$ cat src/rtl/afe_seq_ctl.sv
// Parametrised AFE readout sequencer: IRST/STI, channel clock-out, SHR, INTG/TFT/DF_SM, SHS per line.
// Optional chain shift-out check enabled by defining AFE_SEQ_STO_CHECK_EN.
module afe_seq_ctl #(
   parameter int CH_NUM      = 64,
   parameter int AFE_NUM     = 2,
   parameter int T_SXX       = 5,
   parameter int T_IRST      = 10,
   parameter int T_HALF_CLK  = 65,
   parameter int T_WAIT_INTG = 10,
   parameter int T_TFT       = 1400,
   parameter int T_INTG      = 1420,
   parameter int T_WAIT_SHS  = 500,
   parameter int T_END       = 10,
   parameter int CNT_W       = 16
) (
   input  logic        CLK_100M,
   input  logic        CLK_RST,
   input  logic        ADS_INIT_OK,
   input  logic        SAMPLE_EN,
   input  logic        MODE_CONT,
   input  logic [15:0] LINE_NUM,
   input  logic [2:0]  PGA_SEL,
   output logic        AFE_CLK,
   output logic        AFE_INTG,
   output logic        AFE_TFT,
   output logic        AFE_IRST,
   output logic        AFE_SHS,
   output logic        AFE_SHR,
   output logic        AFE_STI,
   output logic        AFE_DF_SM,
   output logic        AFE_PDZ,
   output logic        AFE_NAPZ,
   output logic        AFE_ENTRI,
   output logic        AFE_SMT_MD,
   output logic        AFE_INPUTZ,
   output logic [2:0]  AFE_PGA,
   input  logic        AFE_STO,
   output logic        BUSY,
   output logic        LINE_DONE,
   output logic        FRAME_DONE,
   output logic [15:0] LINE_IDX,
   output logic        STO_ERR
);

   localparam int N_HALF = 2 * CH_NUM * AFE_NUM;

   localparam logic [CNT_W-1:0] SXX_LEN   = CNT_W'(T_SXX);
   localparam logic [CNT_W-1:0] IRST_LAST = CNT_W'(T_IRST - 1);
   localparam logic [CNT_W-1:0] HALF_LAST = CNT_W'(T_HALF_CLK - 1);
   localparam logic [CNT_W-1:0] NHALF_LAST = CNT_W'(N_HALF - 1);
   localparam logic [CNT_W-1:0] SHR_LAST  = CNT_W'(T_WAIT_INTG - 1);
   localparam logic [CNT_W-1:0] INTG_LAST = CNT_W'(T_INTG + T_WAIT_SHS - 1);
   localparam logic [CNT_W-1:0] INTG_LEN  = CNT_W'(T_INTG);
   localparam logic [CNT_W-1:0] TFT_LEN   = CNT_W'(T_TFT);
   localparam logic [CNT_W-1:0] SHS_LAST  = CNT_W'(T_SXX + T_END - 1);

   typedef enum logic [2:0] {
      ST_IDLE = 3'd0,
      ST_IRST = 3'd1,
      ST_CLK  = 3'd2,
      ST_SHR  = 3'd3,
      ST_INTG = 3'd4,
      ST_SHS  = 3'd5
   } state_t;

   state_t           state_q, state_d;
   logic [CNT_W-1:0] cnt_q, cnt_d;
   logic [CNT_W-1:0] half_q, half_d;
   logic             sample_en_q, sample_en_d;
   logic             mode_cont_q, mode_cont_d;
   logic [15:0]      line_last_q, line_last_d;
   logic [15:0]      line_idx_q, line_idx_d;
   logic [2:0]       pga_q, pga_d;
   logic             line_end, frame_end, bad_state;

   logic             afe_clk_q, afe_clk_d;
   logic             afe_intg_q, afe_intg_d;
   logic             afe_tft_q, afe_tft_d;
   logic             afe_irst_q, afe_irst_d;
   logic             afe_shs_q, afe_shs_d;
   logic             afe_shr_q, afe_shr_d;
   logic             afe_sti_q, afe_sti_d;
   logic             afe_df_sm_q, afe_df_sm_d;
   logic             busy_q, busy_d;
   logic             line_done_q, line_done_d;
   logic             frame_done_q, frame_done_d;
   logic [15:0]      line_idx_out_q, line_idx_out_d;

   // Phase sequencing; every output below is decoded from this state one cycle later.
   always_comb begin
      state_d     = state_q;
      cnt_d       = cnt_q;
      half_d      = half_q;
      sample_en_d = SAMPLE_EN;
      mode_cont_d = mode_cont_q;
      line_last_d = line_last_q;
      line_idx_d  = line_idx_q;
      pga_d       = pga_q;
      line_end    = 1'b0;
      frame_end   = 1'b0;
      bad_state   = 1'b0;
      case (state_q)
         ST_IDLE: begin
            cnt_d  = '0;
            half_d = '0;
            if (SAMPLE_EN && !sample_en_q && ADS_INIT_OK) begin
               state_d     = ST_IRST;
               mode_cont_d = MODE_CONT;
               line_last_d = (LINE_NUM == 16'd0) ? 16'd0 : LINE_NUM - 16'd1;
               pga_d       = PGA_SEL;
               line_idx_d  = '0;
            end
         end
         ST_IRST: begin
            if (cnt_q == IRST_LAST) begin
               cnt_d   = '0;
               half_d  = '0;
               state_d = ST_CLK;
            end else begin
               cnt_d = cnt_q + 1'b1;
            end
         end
         ST_CLK: begin
            if (cnt_q == HALF_LAST) begin
               cnt_d = '0;
               if (half_q == NHALF_LAST) begin
                  half_d  = '0;
                  state_d = ST_SHR;
               end else begin
                  half_d = half_q + 1'b1;
               end
            end else begin
               cnt_d = cnt_q + 1'b1;
            end
         end
         ST_SHR: begin
            if (cnt_q == SHR_LAST) begin
               cnt_d   = '0;
               state_d = ST_INTG;
            end else begin
               cnt_d = cnt_q + 1'b1;
            end
         end
         ST_INTG: begin
            if (cnt_q == INTG_LAST) begin
               cnt_d   = '0;
               state_d = ST_SHS;
            end else begin
               cnt_d = cnt_q + 1'b1;
            end
         end
         ST_SHS: begin
            if (cnt_q == SHS_LAST) begin
               cnt_d    = '0;
               line_end = 1'b1;
               // Continuous frames chain straight into the next IRST with no idle gap.
               if (mode_cont_q && (line_idx_q < line_last_q) && ADS_INIT_OK) begin
                  line_idx_d = line_idx_q + 16'd1;
                  state_d    = ST_IRST;
               end else begin
                  frame_end = 1'b1;
                  state_d   = ST_IDLE;
               end
            end else begin
               cnt_d = cnt_q + 1'b1;
            end
         end
         default: begin
            bad_state  = 1'b1;
            state_d    = ST_IDLE;
            cnt_d      = '0;
            half_d     = '0;
            line_idx_d = '0;
            pga_d      = 3'b111;
         end
      endcase
   end

   always_comb begin
      afe_clk_d      = 1'b0;
      afe_intg_d     = 1'b0;
      afe_tft_d      = 1'b0;
      afe_irst_d     = 1'b0;
      afe_shs_d      = 1'b0;
      afe_shr_d      = 1'b0;
      afe_sti_d      = 1'b0;
      afe_df_sm_d    = 1'b1;
      busy_d         = 1'b0;
      line_done_d    = line_end;
      frame_done_d   = frame_end;
      line_idx_out_d = bad_state ? 16'd0 : line_idx_q;
      case (state_q)
         ST_IRST: begin
            busy_d     = 1'b1;
            afe_irst_d = 1'b1;
            afe_sti_d  = (cnt_q < SXX_LEN);
         end
         ST_CLK: begin
            busy_d    = 1'b1;
            afe_clk_d = ~half_q[0];
         end
         ST_SHR: begin
            busy_d    = 1'b1;
            afe_shr_d = (cnt_q < SXX_LEN);
         end
         ST_INTG: begin
            busy_d      = 1'b1;
            afe_intg_d  = (cnt_q < INTG_LEN);
            afe_tft_d   = (cnt_q < TFT_LEN);
            afe_df_sm_d = ~(cnt_q < TFT_LEN);
         end
         ST_SHS: begin
            busy_d    = 1'b1;
            afe_shs_d = (cnt_q < SXX_LEN);
         end
         default: begin
         end
      endcase
   end

   always_ff @(posedge CLK_100M) begin
      if (CLK_RST) begin
         state_q        <= ST_IDLE;
         cnt_q          <= '0;
         half_q         <= '0;
         sample_en_q    <= 1'b0;
         mode_cont_q    <= 1'b0;
         line_last_q    <= '0;
         line_idx_q     <= '0;
         pga_q          <= 3'b111;
         afe_clk_q      <= 1'b0;
         afe_intg_q     <= 1'b0;
         afe_tft_q      <= 1'b0;
         afe_irst_q     <= 1'b0;
         afe_shs_q      <= 1'b0;
         afe_shr_q      <= 1'b0;
         afe_sti_q      <= 1'b0;
         afe_df_sm_q    <= 1'b1;
         busy_q         <= 1'b0;
         line_done_q    <= 1'b0;
         frame_done_q   <= 1'b0;
         line_idx_out_q <= '0;
      end else begin
         state_q        <= state_d;
         cnt_q          <= cnt_d;
         half_q         <= half_d;
         sample_en_q    <= sample_en_d;
         mode_cont_q    <= mode_cont_d;
         line_last_q    <= line_last_d;
         line_idx_q     <= line_idx_d;
         pga_q          <= pga_d;
         afe_clk_q      <= afe_clk_d;
         afe_intg_q     <= afe_intg_d;
         afe_tft_q      <= afe_tft_d;
         afe_irst_q     <= afe_irst_d;
         afe_shs_q      <= afe_shs_d;
         afe_shr_q      <= afe_shr_d;
         afe_sti_q      <= afe_sti_d;
         afe_df_sm_q    <= afe_df_sm_d;
         busy_q         <= busy_d;
         line_done_q    <= line_done_d;
         frame_done_q   <= frame_done_d;
         line_idx_out_q <= line_idx_out_d;
      end
   end

`ifdef AFE_SEQ_STO_CHECK_EN
   logic sto_seen_q, sto_seen_d;
   logic sto_err_q, sto_err_d;
   logic sto_out_q, sto_out_d;

   // Sticky error if the chain never shifted out during a CLK phase; cleared by an accepted start.
   always_comb begin
      sto_seen_d = sto_seen_q;
      sto_err_d  = sto_err_q;
      if (state_q == ST_IRST) begin
         sto_seen_d = 1'b0;
      end
      if (state_q == ST_CLK) begin
         sto_seen_d = sto_seen_q | AFE_STO;
         if ((cnt_q == HALF_LAST) && (half_q == NHALF_LAST)) begin
            sto_err_d = sto_err_q | ~(sto_seen_q | AFE_STO);
         end
      end
      if (((state_q == ST_IDLE) && (state_d == ST_IRST)) || bad_state) begin
         sto_err_d = 1'b0;
      end
      sto_out_d = bad_state ? 1'b0 : sto_err_q;
   end

   always_ff @(posedge CLK_100M) begin
      if (CLK_RST) begin
         sto_seen_q <= 1'b0;
         sto_err_q  <= 1'b0;
         sto_out_q  <= 1'b0;
      end else begin
         sto_seen_q <= sto_seen_d;
         sto_err_q  <= sto_err_d;
         sto_out_q  <= sto_out_d;
      end
   end

   assign STO_ERR = sto_out_q;
`else
   logic unused_sto;
   assign unused_sto = AFE_STO;
   assign STO_ERR    = 1'b0;
`endif

   assign AFE_CLK    = afe_clk_q;
   assign AFE_INTG   = afe_intg_q;
   assign AFE_TFT    = afe_tft_q;
   assign AFE_IRST   = afe_irst_q;
   assign AFE_SHS    = afe_shs_q;
   assign AFE_SHR    = afe_shr_q;
   assign AFE_STI    = afe_sti_q;
   assign AFE_DF_SM  = afe_df_sm_q;
   assign AFE_PDZ    = 1'b1;
   assign AFE_NAPZ   = 1'b1;
   assign AFE_ENTRI  = 1'b1;
   assign AFE_SMT_MD = 1'b1;
   assign AFE_INPUTZ = 1'b0;
   assign AFE_PGA    = pga_q;
   assign BUSY       = busy_q;
   assign LINE_DONE  = line_done_q;
   assign FRAME_DONE = frame_done_q;
   assign LINE_IDX   = line_idx_out_q;

endmodule

$ cat config.mk
export PLATFORM = sky130hd
export DESIGN_NAME = afe_seq_ctl
export DESIGN_NICKNAME = d
export VERILOG_FILES = /design/src/rtl/afe_seq_ctl.sv
export SDC_FILE = /design/constraint.sdc
export NUM_CORES = 1
export LEC_CHECK = 0
export CAP_MARGIN = 20
export CORE_MARGIN = 2
export CORE_UTILIZATION = 30
export CTS_CLUSTER_SIZE = 28
export DETAILED_ROUTE_END_ITERATION = 10
export SYNTH_ARGS = -nofsm -noshare
export SYNTH_HDL_FRONTEND = slang
export SYNTH_SLANG_ARGS = --single-unit
$ cat constraint.sdc
create_clock -name CLK_100M -period 3.2 [get_ports CLK_100M]
set_input_delay 0.64 -clock CLK_100M [delete_from_list [all_inputs] [get_ports CLK_100M]]
set_output_delay 0.64 -clock CLK_100M [all_outputs]
set_load 0.05 [all_outputs]
# Word-level counts from Yosys, hierarchy flattened
# Index checks and enable logic that the tools add are counted.
[op_classes]
n_reduce_logical = 24
bitwise_logic = 12
addsub = 4
eq_ne = 18
order_cmp = 4
n_mux = 29
[ops]
columns = ["op", "n"]
rows = [
  ["$mux W16", 11],
  ["$pmux W16 S3", 2],
  ["$pmux W16 S4", 1],
  ["$add A16 B1 Y16 const B", 3],
  ["$eq A16 B4 Y1 const B", 2],
  ["$lt A16 B11 Y1 const B", 2],
  ["$mux W3", 8],
  ["$pmux W3 S6", 1],
  ["$eq A16 B11 Y1 const B", 1],
  ["$eq A16 B7 Y1 const B", 1],
  ["$eq A16 B8 Y1 const B", 1],
  ["$logic_not A16 Y1", 1],
  ["$lt A16 B16 Y1", 1],
  ["$lt A16 B3 Y1 const B", 1],
  ["$ne A2 B2 Y1 const B", 8],
  ["$sub A16 B1 Y16 const B", 1],
  ["$reduce_or A2 Y1", 7],
  ["$not A1 Y1", 12],
  ["$reduce_and A7 Y1", 1],
  ["$eq A3 B2 Y1 const B", 2],
  ["$eq A3 B3 Y1 const B", 2],
  ["$pmux W3 S2", 1],
  ["$reduce_or A3 Y1", 2],
  ["$reduce_or A6 Y1", 1],
  ["other kinds (10)", 18],
]
[totals]
in_bits = 25
register_bits = 99
out_inout_bits = 36

# Depth between registers and ports, before layout
[logic_depth]
word_depth = 6
ltp_mapped = 10
depth_no_buf = 8

# Worst setup path before layout
# OpenSTA, ideal clock, no wires.
[synth_timing]
path_type = "flip-flop to flip-flop"
from = "register line_last_q[13]"
to = "register line_idx_q[10]"
slack_ns = 0.938
path_stages_with_launch = 10
setup_time_ns = 0.074
path_buffers = 1
synth_period_minus_slack_ns = 2.262
t_arrival_ns = 2.188
cell_sequence = "dfxtp_1 -> inv_1 -> ha_1 -> a21o_1 -> a2111oi_2 -> o31a_1 -> nand3_1 -> buf_2 -> or4_1 -> a31oi_1"
[synth_via]
elab_chain_cells = 5
[synth_lines]
columns = ["item", "line_no", "rtl"]
rows = [
  ["from (decl)", "71", "logic [15:0] line_last_q, line_last_d;"],
  ["from (signal assigned)", "249", "line_last_q <= line_last_d;"],
  ["$lt A16 B16 Y1", "157", "if (mode_cont_q && (line_idx_q < line_last_q) && ADS_INIT_OK) begin"],
  ["$logic_and A1 B1 Y1 (2 in series)", "157", ""],
  ["$ne A2 B2 Y1 (no line)", "-", ""],
  ["$reduce_and A4 Y1 (no line)", "-", ""],
  ["to (signal assigned)", "250", "line_idx_q <= line_idx_d;"],
  ["to (decl)", "72", "logic [15:0] line_idx_q, line_idx_d;"],
]
# No other way between the ends.
# A chain may end at the register's enable or synchronous reset.

# Worst setup path after layout
[layout_timing]
from = "input port LINE_NUM[0]"
to = "register line_last_q[3]"
[layout_via]
elab_chain_cells = 2
[layout_lines]
columns = ["item", "line_no", "rtl"]
rows = [
  ["from (decl)", "21", "input logic [15:0] LINE_NUM,"],
  ["$sub A16 B1 Y16 / $logic_not A16 Y1 (equally long branches)", "109", "line_last_d = (LINE_NUM == 16'd0) ? 16'd0 : LINE_NUM - 16'd1;"],
  ["$mux W16 *", "109", ""],
]
# Every way passes the cells marked *; elsewhere a longest branch is shown, timed or not.

==> flow_summary.toml <==
[global_routing]
grt_overflow_total = 0
grt_max_degree = 37
antenna_found_initial = 0
grt_use_total = 0.140
grt_pass1_wl_um = 20100
grt_pass1_vias = 4032

[power_and_ir_drop]
powerDensity_nw_per_um2 = 516
peakVddDrop_mv = 0.254
total_power_w = 0.00313
p_leak_nw = 2.22

[drt]
first_iter_violations = 302
drc = 0
avgRoutedWirePerCell_um = 14.0
via_count = 4240
routed_wl_um = 12100
avgViaCountPerCell = 4.93
antenna_left = 0
first_pass_iters = 5

[clock_tree]
cts_resized = 0
clockBufferDepth = 2
cts_hold_buf = 0
tritoncts = "built"
clock-sinks = 99
clock_latency_ns = 0.36
cts_buffers = 9
htreeDepth = 3
cts_setup_buffers = 0
root_buffer = "clkbuf_16"
clk_pin_slew_worst_paths_ns = 0.07

[critical_path]
crit_path_start_kind = "input pin"
arrival_ns = 2.99
required_ns = 3.49
cp_common_cell = "a21oi_1"
crit_type = "input pin to flop"
cp_cell_sequence = "clkdlybuf4s50_1 -> inv_1 -> ha_1 -> nor3b_1 -> nand3_1 -> nor2_1 -> a21oi_1 -> o21ai_0 -> a21oi_1"
end_kind = "flop"
cp_max_fo = 15
slowest_stage = "a21oi_1"
cpPeakStageDelay_ns = 0.81

[sta]
timing.slew.headroom = 0.310
post-route-period-util = 0.843
slew_violations = 0
tightest_slew_ns = 1.03
rsz0062_at_grt = "no"
setup_viol = 0
hold_viol = 0
fin_worst_hold_slack_ns = 0.459
setup_tns_ns = 0
period_minus_slack_ns = 2.70
fmax_ghz = 0.371
skew_ns = 0.00619

[place]
dpl.hpwl_um = 8960
placed_area_sq_um = 5770
portBuffers = 53
gp_congestion = 0.862
dp_cells = 844

[synth]
syn_inst = 584
ys.flop_type = "dfxtp_1"
yosysMostFrequentCell = "dfxtp_1"
synth-seq-cells = 99
synth_edf_count = 0
synth_area_leader_cell = "dfxtp_1"
ys_types = 60
avgSynthCellArea_sq_um = 8.56
syn_area_sq_um = 5000
yosys-top-cells-area = "dfxtp_1 40%, ha_1 5.8%, nor2_1 5.5%"
ys_warn_count = 0
synthTopCellsByCount = "99 x dfxtp_1, 73 x nor2_1, 39 x nand2_1"
yosys.area.top_type_share = 0.396
ys_seq_area_frac = 0.396
async_flop_share = 0

[layout]
design_area_sq_um = 6060
n_fill_cell = 1637
seq_area_sq_um = 1980
multi_input_area_sq_um = 2810
final_layout_size_suffix_gt1_frac = 0.0578
layout.nets = 683
n_antenna_cell = 0
syn2layout_area_growth_pct = 21.1
stdcell_count = 860

[worst_hold_path]
hold_path_class = "flop to flop"

[die]
rows = 47
chipHeight_um = 133
core-area_sq_um = 16400
die_width_um = 133
io_pins = 61
die_area_sq_um = 17700
start_util = 0.305

[job]
drv_cap = 0

[run_status]
status = "finished, final reports clean"
## layout by cell type, fill, tap and decap left out, types with 4 or more instances in the layout
cell type / count
inv_1: 26
xnor2_1: 9
nand3_1: 33
buf_4: 10
o31a_1: 4
a21oi_1: 20
conb_1: 6
nor2_1: 73
ha_1: 23
a21o_1: 6
clkdlybuf4s50_1: 53
dfxtp_1: 99
nand2_1: 39
a31oi_1: 10
and2_1: 22
nor2b_1: 5
or3_1: 7
or4_1: 6
o31ai_1: 9
nor3_1: 16
clkbuf_16: 9
a22oi_1: 15
and4_1: 5
nor4_1: 9
and3_1: 20
o21ai_0: 7
nand4_1: 13
o211ai_1: 4
xor2_1: 28
## where the power goes
part / internal (W) / leakage, nW / switching, W
sequential: 0.00130 / 0.800 / 0.0000681
combinational: 0.000232 / 1.28 / 0.000473
clock: 0.000571 / 0.138 / 0.000488
total: 0.00210 / 2.22 / 0.00103
## per-layer routing
metal	wire length, um	GRT usage
met5	0	0
met4	205	0.0544
met3	624	0.0301
met2	5210	0.213
met1	6010	0.193
## per-stage QoR
stage	utilization	setup slack, ns
after global routing	0.369	0.214
final	0.369	0.501
after CTS	0.369	0.491
after floorplan	-	0.938
after detailed placement	0.351	0.120
after global placement	0.351	0.182
## path summary, 6_finish.rpt
check,from,end,slack [ns],depth (start not counted)
worst max-delay path,LINE_NUM[0],line_last_q[3],0.50,9
worst min register to register,line_last_q[3],line_last_q[3],0.46,2
worst max register to register,line_last_q[13],line_idx_q[11],0.74,8
worst min-delay path,line_last_q[3],line_last_q[3],0.46,2
## worst max-delay path, delay by kind of cell
| kind | cells | cell delay (ns) |
|---|---|---|
| adders and majority gates | 1 | 0.21 |
| and+or+nand+nor | 3 | 0.37 |
| AOI/OAI and AO/OA | 3 | 1.20 |
| buffers and inverters | 2 | 0.56 |
## flip-flops by register name, summed over array words and instances, names as in the netlist, 3 cells and up
signal and cells:
line_last_q 16, half_q 16, cnt_q 16, AFE_PGA 3
LINE_IDX 16, state_q 3, line_idx_q 16
## final cells by class
type,count,area share
sequential,99,0.327
inverter,26,0.0161
clock inverter,5,0.00620
timing repair buffer,63,0.100
multi-input combinational,436,0.463
tap,220,0.0454
clock buffer,11,0.0417
## logic make-up (layout without fill, tap and decap cells)
kind of cell	Yosys count	after routing	synth area share
fa+ha+maj	23	23	0.0576
buf+inv	53	105	0.0453
compound gates	100	100	0.144
simple gates	267	267	0.284
mux	3	3	0.00601
other cells	2	6	0.00150
flops	99	99	0.396
xor+xnor	37	37	0.0648
No activity file was read; power rests on OpenSTA's default activity.
